### src/rtl/serial_mag_comp_if.sv
// Operand/result bundle for the bit-serial magnitude comparator.
// The master drives a request; the slave returns status and the running result.
interface serial_mag_comp_if #(
    parameter int WIDTH = 8
);
    logic             start;
    logic [WIDTH-1:0] a;
    logic [WIDTH-1:0] b;
    logic             busy;
    logic             done;
    logic             gt;
    logic             eq;
    logic             lt;

    modport master (
        output start, a, b,
        input  busy, done, gt, eq, lt
    );

    modport slave (
        input  start, a, b,
        output busy, done, gt, eq, lt
    );
endinterface

### src/rtl/serial_mag_comp.sv
// Bit-serial unsigned magnitude comparator: one bit per clock, MSB first,
// folding the per-bit G/E/L cell into a sticky gt/eq/lt result.
module serial_mag_comp #(
    parameter int WIDTH      = 8,
    parameter bit EARLY_EXIT = 1'b0
) (
    input  logic              clk,
    input  logic              rst,
    serial_mag_comp_if.slave  bus
);

    localparam int CNT_W = (WIDTH > 1) ? $clog2(WIDTH) : 1;

    typedef enum logic [1:0] {
        S_IDLE = 2'd0,
        S_RUN  = 2'd1,
        S_DONE = 2'd2
    } state_t;

    state_t           state_q, state_d;
    logic [WIDTH-1:0] sa_q, sa_d;
    logic [WIDTH-1:0] sb_q, sb_d;
    logic [CNT_W-1:0] cnt_q, cnt_d;
    logic             gt_q, gt_d;
    logic             eq_q, eq_d;
    logic             lt_q, lt_d;
    logic             bg, bl;

    // 1-bit compare cell on the current MSBs
    assign bg = sa_q[WIDTH-1] & ~sb_q[WIDTH-1];
    assign bl = ~sa_q[WIDTH-1] & sb_q[WIDTH-1];

    always_ff @(posedge clk) begin
        if (rst) begin
            state_q <= S_IDLE;
            sa_q    <= '0;
            sb_q    <= '0;
            cnt_q   <= '0;
            gt_q    <= 1'b0;
            eq_q    <= 1'b1;
            lt_q    <= 1'b0;
        end else begin
            state_q <= state_d;
            sa_q    <= sa_d;
            sb_q    <= sb_d;
            cnt_q   <= cnt_d;
            gt_q    <= gt_d;
            eq_q    <= eq_d;
            lt_q    <= lt_d;
        end
    end

    always_comb begin
        state_d = state_q;
        sa_d    = sa_q;
        sb_d    = sb_q;
        cnt_d   = cnt_q;
        gt_d    = gt_q;
        eq_d    = eq_q;
        lt_d    = lt_q;
        case (state_q)
            S_IDLE, S_DONE: begin
                if (bus.start) begin
                    sa_d    = bus.a;
                    sb_d    = bus.b;
                    cnt_d   = CNT_W'(WIDTH - 1);
                    gt_d    = 1'b0;
                    eq_d    = 1'b1;
                    lt_d    = 1'b0;
                    state_d = S_RUN;
                end else if (state_q == S_DONE) begin
                    state_d = S_IDLE;
                end
            end
            S_RUN: begin
                // Only the first differing bit may decide; later bits are ignored
                if (eq_q) begin
                    if (bg) begin
                        gt_d = 1'b1;
                        eq_d = 1'b0;
                    end else if (bl) begin
                        lt_d = 1'b1;
                        eq_d = 1'b0;
                    end
                end
                sa_d  = sa_q << 1;
                sb_d  = sb_q << 1;
                cnt_d = cnt_q - CNT_W'(1);
                if ((cnt_q == '0) || (EARLY_EXIT && (bg || bl))) begin
                    state_d = S_DONE;
                end
            end
            default: state_d = S_IDLE;
        endcase
    end

    always_comb begin
        bus.busy = (state_q == S_RUN);
        bus.done = (state_q == S_DONE);
        bus.gt   = gt_q;
        bus.eq   = eq_q;
        bus.lt   = lt_q;
    end

endmodule

### src/flat_wrapper.sv
// flat-port wrapper written by rule: the top's interface ports become plain ports
module serial_mag_comp_flat 
#(
    parameter int WIDTH      = 8,
    parameter bit EARLY_EXIT = 1'b0
)
  (clk, rst, bus_start, bus_a, bus_b, bus_busy, bus_done, bus_gt, bus_eq, bus_lt);
  serial_mag_comp_if #(.WIDTH(WIDTH)) bus_i ();
  input  logic clk;
  input  logic rst;
  input wire logic [$bits(bus_i.start)-1:0] bus_start;
  input wire logic [$bits(bus_i.a)-1:0] bus_a;
  input wire logic [$bits(bus_i.b)-1:0] bus_b;
  output wire logic [$bits(bus_i.busy)-1:0] bus_busy;
  output wire logic [$bits(bus_i.done)-1:0] bus_done;
  output wire logic [$bits(bus_i.gt)-1:0] bus_gt;
  output wire logic [$bits(bus_i.eq)-1:0] bus_eq;
  output wire logic [$bits(bus_i.lt)-1:0] bus_lt;
  assign bus_i.start = bus_start;
  assign bus_i.a = bus_a;
  assign bus_i.b = bus_b;
  assign bus_busy = bus_i.busy;
  assign bus_done = bus_i.done;
  assign bus_gt = bus_i.gt;
  assign bus_eq = bus_i.eq;
  assign bus_lt = bus_i.lt;
  serial_mag_comp #(.WIDTH(WIDTH), .EARLY_EXIT(EARLY_EXIT)) u_core (.clk(clk), .rst(rst), .bus(bus_i));
endmodule
### config.mk
export PLATFORM = sky130hd
export DESIGN_NAME = serial_mag_comp_flat
export DESIGN_NICKNAME = d
export VERILOG_FILES = /design/src/rtl/serial_mag_comp_if.sv /design/src/rtl/serial_mag_comp.sv /design/src/flat_wrapper.sv
export SDC_FILE = /design/constraint.sdc
export NUM_CORES = 1
export LEC_CHECK = 0
export BUFFER_PORTS_ARGS = -buffer_cell sky130_fd_sc_hd__buf_4
export CAP_MARGIN = 15
export CORE_AREA = 4 4 52 54
export CTS_CLUSTER_SIZE = 30
export DETAILED_ROUTE_END_ITERATION = 10
export DIE_AREA = 0 0 56 58
export GPL_ROUTABILITY_DRIVEN = 1
export PLACE_DENSITY = 0.72
export SYNTH_ARGS = -nofsm -noshare
export SYNTH_HDL_FRONTEND = slang
export SYNTH_SLANG_ARGS = --single-unit
### constraint.sdc
create_clock -name clk -period 1.2 [get_ports clk]
set_input_delay 0.24 -clock clk [delete_from_list [all_inputs] [get_ports clk]]
set_output_delay 0.24 -clock clk [all_outputs]
set_load 0.05 [all_outputs]
==> summary.txt, run 1 <==
Global routing
  – Initial antenna violation count: 0
  – Vias in the first global route: 926
  – Largest net degree at the start of global routing: 25
  – First-pass GRT wire length: a little under 4000 um
  – Overflow after GRT: 0
  – GRT Total Usage: ~15%

Routing
  – DRT iter0 DRCs: 16
  – Pre-antenna DRT Iters: 2
  – DR vias: approximately 950
  – Routed Antenna Nets: 0
  – Routed wire per std cell: ~14 um
  – Routed vias/inst: between 5 and 6
  – Drt total wl: approximately 2400 um
  – Residual DRC count: 0

Place
  – Dpl ws: -211 ps
  – Hpwl dp: around 1500 um
  – Number of port buffers: 23
  – Final GP Congestion: 0.730

Floorplan
  – Initial Util: 50.8%
  – Die area: 3250 um^2
  – Die width: ~56 um
  – IO Count: 24
  – Core box area: 2210 um^2
  – Die Height: 58 um
  – Rows: 17

Timing
  – RSZ-0062 raised after global routing: true
  – Slew HR: between 70% and 80%
  – Worst Tran Pin Value: between 300 and 400 ps
  – Fin. Hold Viols: 0
  – Setup violators final: 2
  – Max Transition Viols Final: 0
  – Final Skew: a little under 9 ps
  – Max Fclk: around 730 MHz
  – Hold Slack: approximately 150 ps
  – Period minus WS final: 1370 ps
  – Final worst slack: -168 ps
  – Total negative slack: -314 ps
  – Period utilization: 114%

Clock network
  – CTS HTree Levels: 1
  – Skew-Pair Late Insertion Delay: 320 ps
  – CTS root buffer: clkbuf_4
  – Num CTS Buffers: 3
  – Max Root-Sink Buffers: 2
  – CTS tree: done
  – Worst-path clk slew: approximately 130 ps
  – CTS Sinks: 24

Logic synthesis
  – Post-synthesis cell type count: 27
  – Number of enable flip-flop cells after synthesis: 0
  – Synthesized area per cell: approximately 10 um^2
  – Share of the synthesized area in the top cell type: ~43%
  – Seq cells post-synth: 24
  – Synth top cells by count: 24 x dfxtp_1, 14 x a22oi_1, 9 x a21oi_2, 9 x nand3_2, 8 x a21oi_1
  – Sequential element share of the synthesized area: a little over two fifths
  – Leading area contributor after synthesis: dfxtp_1
  – Synth warn: 0
  – Top FF cell, synth: dfxtp_1
  – Top cells by area, synth: dfxtp_1 43%, a22oi_1 9.3%, nand3_2 8.0%
  – Cell Area, Synth: roughly 1100 um^2
  – Ys async rst share: 0%
  – Count leader, synth: dfxtp_1
  – Post-Synthesis Cells: ~110
  – Syn Nets: around 140

Setup path
  – Kind of critical path: reg -> out
  – Crit end category: primary output
  – Crit path max fanout: 3
  – Critical Path Start Type: flip-flop
  – Crit path DAT: 1130 ps
  – CP Data Required Time: between 900 and 1000 ps

Finish
  – # diodes: 0
  – Footprint of the multi-input gates: approximately 610 um^2
  – Area Overhead vs Synth: 34.1%
  – Ratio of cells with drive above 1 in the final layout: between 50% and 60%
  – Nets: 166
  – Seq. cell area: a little under 500 um^2
  – Layout fillers: 168

Pwr
  – Power Total: ~1.9 mW
  – P_leak: between 0.5 and 0.6 nW
  – PwrDens: approximately 1300 nW/um^2
  – Maximum VDD drop: 1160 uV

Outcome
  – Failing checks: setup timing
  – Status: finished with violations

Run
  – Max-cap viol count: 0

Hold path
  – Min-Delay Path Class: in -> reg
registers in the layout, summed over array words and instances (netlist names):
register and flops:
u_core.sa_q 8, u_core.sb_q 8, u_core.cnt_q 3, u_core.state_q 2
u_core.bus.eq 1, u_core.bus.gt 1, u_core.bus.lt 1
placed cells by master (no fill, tap or decap), types with 2 or more instances in the layout:
cell      synthesis  routed
nor3_1            4       3
nor2b_4           0       2
clkbuf_4          0       3
nand2_1           4       4
a21oi_2           9       9
nand3_2           9       9
a22oi_1          14       4
buf_4             4      28
nand3_1           7       7
dfxtp_2           0       2
a211oi_1          3       2
inv_1             5       5
a22oi_2           0      10
dfxtp_1          24      22
ha_1              4       4
buf_12            1       2
buf_6             2       3
o21ai_1           2       2
a21oi_1           8       8
metrics by stage:
stage | instance area, um^2 | utilization, % | std cells
2_1_floorplan | 1120 | - | 113
3_3_place_gp | 1300 | 58.9 | 160
3_5_place_dp | 1300 | 58.9 | 160
4_1_cts | 1400 | 63.3 | 166
5_1_grt | 1510 | 68.2 | 170
6_report | 1510 | 68.2 | 170
worst max-delay path, cell delays in order, from the launching register on:
cell and delay [ps]:
dfxtp_2 350, buf_6 110, and2b_1 190, buf_6 150
what timing repair did:
| item | in CTS | in global routing |
|---|---|---|
| resized for setup | 8 | 14 |
| setup buffers | 1 | 5 |
| pin swaps | 0 | 3 |
| hold endpoints to repair | 0 | 0 |
| gates cloned | 1 | 0 |
| setup endpoints to repair | 23 | 18 |
| hold buffers | 0 | 0 |
logic make-up (layout without fill, tap and decap cells):
family | after synthesis | in the layout | synth area share, %
flip-flops | 24 | 24 | 42.7
adder cells (fa/ha/maj) | 4 | 4 | 4.45
AO/OA/AOI/OAI | 37 | 37 | 23.4
buffers and inverters | 16 | 44 | 9.68
AND/OR/NAND/NOR | 32 | 33 | 19.8
power by group:
part | switching [mW] | internal [mW]
Combinational | 0.243 | 0.221
Clock | 0.240 | 0.338
Sequential | 0.0440 | 0.859
Total | 0.527 | 1.42
worst paths after layout:
check | startpoint | to | slack [ps] | cells past startpoint
worst max-delay path | u_core.state_q[0] | bus_done | -170 | 3
worst min-delay path | bus_a[0] | u_core.sa_q[0] | 150 | 3
worst max register to register | u_core.state_q[0] | u_core.cnt_q[1] | 0 | 6
worst min register to register | u_core.bus.lt | u_core.bus.lt | 480 | 2
area by class of cell:
| type | instances | area share, % |
|---|---|---|
| Timing Repair Buffer | 34 | 19.8 |
| Tap cell | 28 | 2.32 |
| Sequential cell | 24 | 32.0 |
| Clock buffer | 3 | 1.49 |
| Multi-Input combinational cell | 74 | 40.7 |
| Inverter | 6 | 1.66 |
| Clock inverter | 1 | 1.99 |
metal layers:
| metal | share of wire (%) | vias up | GRT usage (%) | wire length, um |
|---|---|---|---|---|
| li1 | - | 469 | - | - |
| met1 | 43 | 460 | 17.3 | 1040 |
| met2 | 51 | 17 | 27.2 | 1240 |
| met3 | 3.2 | 7 | 2.45 | 78 |
| met4 | 2.6 | 0 | 6.10 | 63 |
| met5 | 0 | - | 0 | 0 |
Note: power is estimated with default switching activity, not from simulation.
==> run 2: changes to the inputs <==
--- a/config.mk
+++ b/config.mk
@@ -5,14 +5,15 @@
 export SDC_FILE = /design/constraint.sdc
 export NUM_CORES = 1
 export LEC_CHECK = 0
+export ABC_AREA = 1
 export BUFFER_PORTS_ARGS = -buffer_cell sky130_fd_sc_hd__buf_4
 export CAP_MARGIN = 15
-export CORE_AREA = 4 4 52 54
+export CORE_AREA = 4 4 42 71
 export CTS_CLUSTER_SIZE = 30
 export DETAILED_ROUTE_END_ITERATION = 10
-export DIE_AREA = 0 0 56 58
+export DIE_AREA = 0 0 46 75
 export GPL_ROUTABILITY_DRIVEN = 1
-export PLACE_DENSITY = 0.72
+export PLACE_DENSITY = 0.71
 export SYNTH_ARGS = -nofsm -noshare
 export SYNTH_HDL_FRONTEND = slang
 export SYNTH_SLANG_ARGS = --single-unit
==> run 2 against run 1 <==
Utilization decreased by 5.0 points. Maximum frequency increased by 11%. Cell area increased by 3.2%. Critical path type unchanged. Largest cell class unchanged. Area after synthesis increased by 7.3%. The run still ends with setup timing left.
==> summary.txt, run 2 <==
Timing
  – Fin. Hold Viols: 0 (unchanged)
  – Period utilization: 103% (-11 points)
  – RSZ-0062 raised after global routing: true
  – Hold Slack: 234 ps (+79.4 ps)
  – Max Fclk: 812 MHz (+11%)
  – Setup violators final: 1 (-1)
  – Slew HR: 83.7% (+4.5 points)
  – Max Transition Viols Final: 0 (unchanged)
  – Period minus WS final: 1230 ps (-137 ps)
  – Final Skew: 2.00 ps (-6.66 ps)
  – Final worst slack: -30.8 ps (+137 ps)
  – Worst Tran Pin Value: 245 ps (-67.0 ps)

Pwr
  – P_leak: 0.732 nW (+27%)
  – Power Total: 1.86 mW (-4.2%)
  – Logic gate share of total power: 26.5% (+2.6 points)
  – Seq pwr share: 48.7% (+2.3 points)
  – Maximum VDD drop: 754 uV (-35%)
  – PwrDens: 1200 nW/um^2 (-7.2%)
  – Net Sw Frac: 29.9% (+2.8 points)
  – Net switching power: 0.557 mW (+5.6%)
  – Clock power share: 24.8% (-4.9 points)
  – P_int: 1.31 mW (-7.9%)

Routing
  – Drt total wl: 2720 um (+13%)
  – DR vias: 1205 (+26%)
  – DRT iter0 DRCs: 22 (+6)
  – Routed Antenna Nets: 0 (unchanged)
  – Routed vias/inst: 5.29 (-5.7%)
  – Pre-antenna DRT Iters: 4 (+2)
  – Routed wire per std cell: 11.9 um (-16%)
  – Residual DRC count: 0 (unchanged)

Global routing
  – Vias in the first global route: 1170 (+26%)
  – Initial antenna violation count: 0 (unchanged)
  – First-pass GRT wire length: 4550 um (+18%)
  – Overflow after GRT: 0 (unchanged)
  – GRT Total Usage: 17.4% (+2.5 points)
  – Largest net degree at the start of global routing: 25 (unchanged)

Finish
  – # diodes: 0 (unchanged)
  – Footprint of the multi-input gates: 579 um^2 (-5.7%)
  – Ratio of cells with drive above 1 in the final layout: 24.8% (-28 points)
  – Seq. cell area: 487 um^2 (+0.78%)
  – Nets: 227 (+37%)
  – Area Overhead vs Synth: 28.9%
  – Layout fillers: 226 (+35%)
  – Commonest non-fill, non-tap cell in the layout: nand3_1
  – Util after Layout: 63.2% (-5.0 points)
  – Post-route cell area: 1560 um^2 (+3.2%)
  – Most frequent cells in the layout: 45 x nand3_1, 32 x buf_4, 25 x inv_1
  – Largest regs: u_core.sa_q: 8 flops, u_core.sb_q: 8 flops, u_core.cnt_q: 3 flops

Setup path
  – Critical Path Start Type: flip-flop
  – Cells along the critical path: buf_6 > nor2_4 > buf_8
  – CP Data Required Time: 960 ps (about the same)
  – Critical path's slowest cell: dfxtp_4
  – Crit path DAT: 990 ps (-140 ps)
  – Kind of critical path: reg -> out
  – CP max stage delay: 380 ps (+30 ps)
  – CP top delay family: flip-flops
  – Crit end category: primary output
  – CP bufs+invs: 2 (unchanged)
  – Crit path max fanout: 4 (+1)

Logic synthesis
  – Synth top cells by count: 45 x nand3_1, 26 x inv_1, 25 x nand2_1, 24 x dfxtp_1, 18 x a21oi_1
  – Count leader, synth: nand3_1
  – Synthesized area per cell: 6.94 um^2 (-30%)
  – Seq cells post-synth: 24 (unchanged)
  – Top cells by area, synth: dfxtp_1 40%, nand3_1 19%, inv_1 8.1%
  – Syn Nets: 197 (+45%)
  – Share of the synthesized area in the top cell type: 39.8% (-2.9 points)
  – Post-synthesis cell type count: 19 (-30%)
  – Synth warn: 0 (unchanged)
  – Leading area contributor after synthesis: dfxtp_1
  – Sequential element share of the synthesized area: 39.8% (-2.9 points)
  – Top FF cell, synth: dfxtp_1
  – Ys async rst share: 0% (unchanged)
  – Post-Synthesis Cells: 174 (+54%)
  – Cell Area, Synth: 1210 um^2 (+7.3%)
  – Number of enable flip-flop cells after synthesis: 0 (unchanged)

Clock network
  – Worst-path clk slew: 80 ps (-50 ps)
  – CTS root buffer: clkbuf_8
  – Max Root-Sink Buffers: 2 (unchanged)
  – CTS HTree Levels: 1 (unchanged)
  – Num CTS Buffers: 3 (unchanged)
  – Skew-Pair Late Insertion Delay: 260 ps (-60 ps)
  – CTS tree: done
  – CTS Sinks: 24 (unchanged)

Place
  – Hpwl dp: 1930 um (+27%)
  – Dpl ws: 17.4 ps (+228 ps)
  – Cell Area, Placed: 1430 um^2 (+9.4%)
  – Final GP Congestion: 0.797 (+9.2%)
  – Number of port buffers: 23 (unchanged)

Floorplan
  – Die width: 46 um (-18%)
  – Die Height: 75 um (+29%)
  – IO Count: 24 (unchanged)
  – Core box area: 2460 um^2 (+11%)
  – Rows: 24 (+7)
  – Initial Util: 49.0% (-1.8 points)
  – Die area: 3450 um^2 (+6.2%)

Outcome
  – Failing checks: setup timing
  – Status: finished with violations

Hold path
  – Min-Delay Path Class: in -> reg

Run
  – Max-cap viol count: 0 (unchanged)
## run 2: cell types whose count changed in the layout (fill, tap and decap cells not counted), sizes merged, moves of 2 or more
cell	previous run	this run
nand2	4	26
a22oi	14	0
nand2b	2	0
inv	6	28
nor2b	3	0
nand3	16	45
or2	0	2
nor2	1	10
a211oi	3	0
buf	34	36
## run 2: final timing paths
path | slack [ps] | startpoint | endpoint | cells past startpoint
worst max-delay path | -30 | u_core.state_q[0] | bus_done | 3
worst min-delay path | 230 | bus_a[0] | u_core.sa_q[0] | 3
worst max register to register | 40 | u_core.cnt_q[0] | u_core.cnt_q[2] | 6
worst min register to register | 450 | u_core.bus.gt | u_core.bus.gt | 2
## run 2: per-layer routing
layer / global-route usage, % / wire length, um
met5: 0 / 0
met4: 7.28 / 15
met3: 2.39 / 97
met2: 31.7 / 1510
met1: 19.2 / 1110
## run 2: power by group through the flow
stage	combinational (mW)	clock [mW]	sequential [mW]
global placement	0.429	0	0.918
detailed placement	0.444	0	0.920
CTS	0.484	0.479	0.904
floorplan	0.291	0	0.927
finish	0.494	0.463	0.906
global route	0.552	0.518	0.914
## run 2: cell families (layout without fill, tap and decap cells)
| logic type | after synthesis | after routing | share of synthesized area, % |
|---|---|---|---|
| AO/OA/AOI/OAI | 20 | 20 | 8.50 |
| adder cells (fa/ha/maj) | 4 | 4 | 4.15 |
| buffers and inverters | 39 | 67 | 14.4 |
| flip-flops | 24 | 24 | 39.8 |
| AND/OR/NAND/NOR | 87 | 87 | 33.2 |
## run 2: timing repair
action / CTS / global route
setup endpoints to repair: 5 / 17
hold buffers: 0 / 0
gates resized for setup: 9 / 6
pin swaps: 2 / 1
buffers inserted: 6 / 0
## run 2: cell type report
type | instances | area share (%)
Inverter | 28 | 7.40
Multi-Input combinational cell | 111 | 37.2
Timing Repair Buffer | 36 | 19.4
Sequential cell | 24 | 31.3
Clock buffer | 3 | 2.65
Tap cell | 26 | 2.09
## run 2: tightest hold or removal path, stage by stage
cell and delay (ps):
buf_4 110, nand2_1 50, a21oi_1 50
## run 2: per-stage QoR
stage | instances | TNS (ps)
CTS | 228 | -65.9
detailed placement | 219 | 0
floorplan | 174 | 0
global placement | 219 | 0
global route | 228 | -473
finish | 228 | -30.8
==> run 3: changes to the inputs <==
--- a/config.mk
+++ b/config.mk
@@ -8,10 +8,10 @@
 export ABC_AREA = 1
 export BUFFER_PORTS_ARGS = -buffer_cell sky130_fd_sc_hd__buf_4
 export CAP_MARGIN = 15
-export CORE_AREA = 4 4 42 71
+export CORE_AREA = 2 2 40 69
 export CTS_CLUSTER_SIZE = 30
 export DETAILED_ROUTE_END_ITERATION = 10
-export DIE_AREA = 0 0 46 75
+export DIE_AREA = 0 0 42 71
 export GPL_ROUTABILITY_DRIVEN = 1
 export PLACE_DENSITY = 0.71
 export SYNTH_ARGS = -nofsm -noshare
==> run 3 against run 2 <==
The flow still finishes with violations (setup timing). Sequential share of layout area is 0.49 points higher. Sequential power hardly changed. Cell area is 1.0% lower. Non-clock buffer count down 1. Critical path depth is the same.
==> summary.txt, run 3 (synthesis gave the netlist of run 2 again) <==
Finish
  – Post-route cell area: 1540 um^2 (-1.0%)
  – Commonest non-fill, non-tap cell in the layout: nand3_1
  – # diodes: 0 (unchanged)
  – Most frequent cells in the layout: 45 x nand3_1, 30 x buf_4, 26 x inv_1
  – Nets: 226 (-0.44%)
  – Area Overhead vs Synth: 27.6%
  – Util after Layout: 63.3% (+0.11 points)
  – Final Non-Filler Cells: 227 (-0.44%)
  – Largest regs: u_core.sa_q: 8 flops, u_core.sb_q: 8 flops, u_core.cnt_q: 3 flops
  – Ratio of cells with drive above 1 in the final layout: 23.9% (-0.87 points)

Floorplan
  – Die area: 2980 um^2 (-14%)
  – Rows: 24 (unchanged)
  – Core box area: 2430 um^2 (-1.2%)
  – Die Height: 71 um (-5.3%)
  – Initial Util: 49.6% (+0.61 points)
  – Die width: 42 um (-8.7%)
  – IO Count: 24 (unchanged)

Setup path
  – Crit end category: primary output
  – Critical Path Start Type: flip-flop
  – Kind of critical path: reg -> out
  – Crit path DAT: 990 ps (about the same)
  – Crit path max fanout: 4 (unchanged)
  – Cells on worst reg2reg path: 6 (unchanged)
  – CP Data Required Time: 960 ps (about the same)
  – Worst setup startpoint: u_core.state_q[0]
  – Reg-to-Reg Start: u_core.cnt_q[0]

Routing
  – Routed wire per std cell: 11.9 um (-0.59%)
  – Met1 wire length: 1090 um (-1.6%)
  – Pre-antenna DRT Iters: 4 (unchanged)
  – Met2 Routed Length: 1450 um (-3.9%)
  – Drt total wl: 2700 um (-1.0%)
  – Residual DRC count: 0 (unchanged)
  – DR vias: 1197 (-0.66%)
  – Routed vias/inst: 5.27 (-0.23%)
  – Routed Antenna Nets: 0 (unchanged)
  – DRT iter0 DRCs: 37 (+68%)
  – Top routing layer in use: met4
  – Met3 wire length: 98 um (+1.0%)

Clock network
  – Max Root-Sink Buffers: 2 (unchanged)
  – Post-CTS Hold Fix Bufs: 0 (unchanged)
  – Skew-Pair Late Insertion Delay: 270 ps (about the same)
  – Num CTS Buffers: 3 (unchanged)
  – CTS HTree Levels: 1 (unchanged)
  – CTS tree: done
  – CTS Sinks: 24 (unchanged)
  – CTS root buffer: clkbuf_8
  – Worst-path clk slew: 80 ps (about the same)

Global routing
  – GRT Total Usage: 19.5% (+2.0 points)
  – Vias in the first global route: 1141 (-2.5%)
  – Overflow after GRT: 0 (unchanged)
  – First-pass GRT wire length: 4570 um (+0.59%)
  – Initial antenna violation count: 0 (unchanged)
  – Largest net degree at the start of global routing: 25 (unchanged)

Place
  – Hpwl dp: 1990 um (+3.1%)
  – Dpl ws: -27.2 ps (-44.7 ps)
  – Final GP Congestion: 0.757 (-4.9%)
  – Cell Area, Placed: 1440 um^2 (+1.1%)
  – Dpl cells: 221 (+0.91%)
  – Number of port buffers: 23 (unchanged)

Timing
  – Worst Tran Pin Value: 249 ps (+4.18 ps)
  – Slew HR: 83.4% (-0.28 points)
  – RSZ-0062 raised after global routing: true
  – Final Skew: 4.16 ps (+2.16 ps)
  – Period minus WS final: 1230 ps (+3.36 ps)
  – Final worst slack: -34.1 ps (-3.36 ps)
  – Period utilization: 103% (+0.28 points)
  – Hold Slack: 239 ps (+5.03 ps)
  – Max Fclk: 810 MHz (-0.27%)
  – Total negative slack: -41.4 ps (-10.7 ps)
  – Fin. Hold Viols: 0 (unchanged)
  – Max Transition Viols Final: 0 (unchanged)
  – Setup violators final: 2 (+1)

Outcome
  – Status: finished with violations
  – Failing checks: setup timing

Pwr
  – Power Total: 1.86 mW (-0.20%)
  – Maximum VDD drop: 606 uV (-20%)
  – P_leak: 0.728 nW (-0.58%)
  – PwrDens: 1210 nW/um^2 (+0.85%)

Hold path
  – Hold Path Depth: 3 (unchanged)
  – Hold Path Origin: bus_a[0]
  – Min-Delay Path Class: in -> reg

Run
  – Max-cap viol count: 0 (unchanged)
## run 3: area by class of cell
| cell class | count | area [um^2] |
|---|---|---|
| Multi-Input combinational cell | 111 | 571 |
| Fill cell | 221 | 892 |
| Inverter | 28 | 113 |
| Sequential cell | 24 | 489 |
| Clock buffer | 3 | 41.3 |
| Timing Repair Buffer | 35 | 294 |
| Tap cell | 26 | 32.5 |
## run 3: final timing paths
check | endpoint | slack [ps]
worst min-delay path | u_core.sa_q[0] | 240
worst min register to register | u_core.bus.gt | 460
worst max register to register | u_core.cnt_q[2] | 60
worst max-delay path | bus_done | -30
## run 3: power by group
group	switching, mW	total (mW)	leakage, nW	internal [mW]
Sequential	0.0425	0.903	0.199	0.860
Combinational	0.268	0.483	0.507	0.215
Clock	0.248	0.472	0.0216	0.225
Total	0.558	1.86	0.728	1.30
## run 3: worst max-delay path, stage by stage, from the launching register on
cell and delay (ps):
dfxtp_4 370, buf_6 130, nor2_4 70, buf_6 160
## run 3: per-layer routing
metal | vias up | track usage (%)
met4 | 0 | 8.60
met3 | 7 | 3.06
met1 | 549 | 20.2
li1 | 612 | -
met5 | - | 0
met2 | 29 | 37.0
## run 3: repair_timing
item	in CTS	in global routing
pin swaps	2	2
hold endpoints to repair	0	0
buffers inserted	3	0
resized for setup	9	4
setup endpoints to repair	12	10
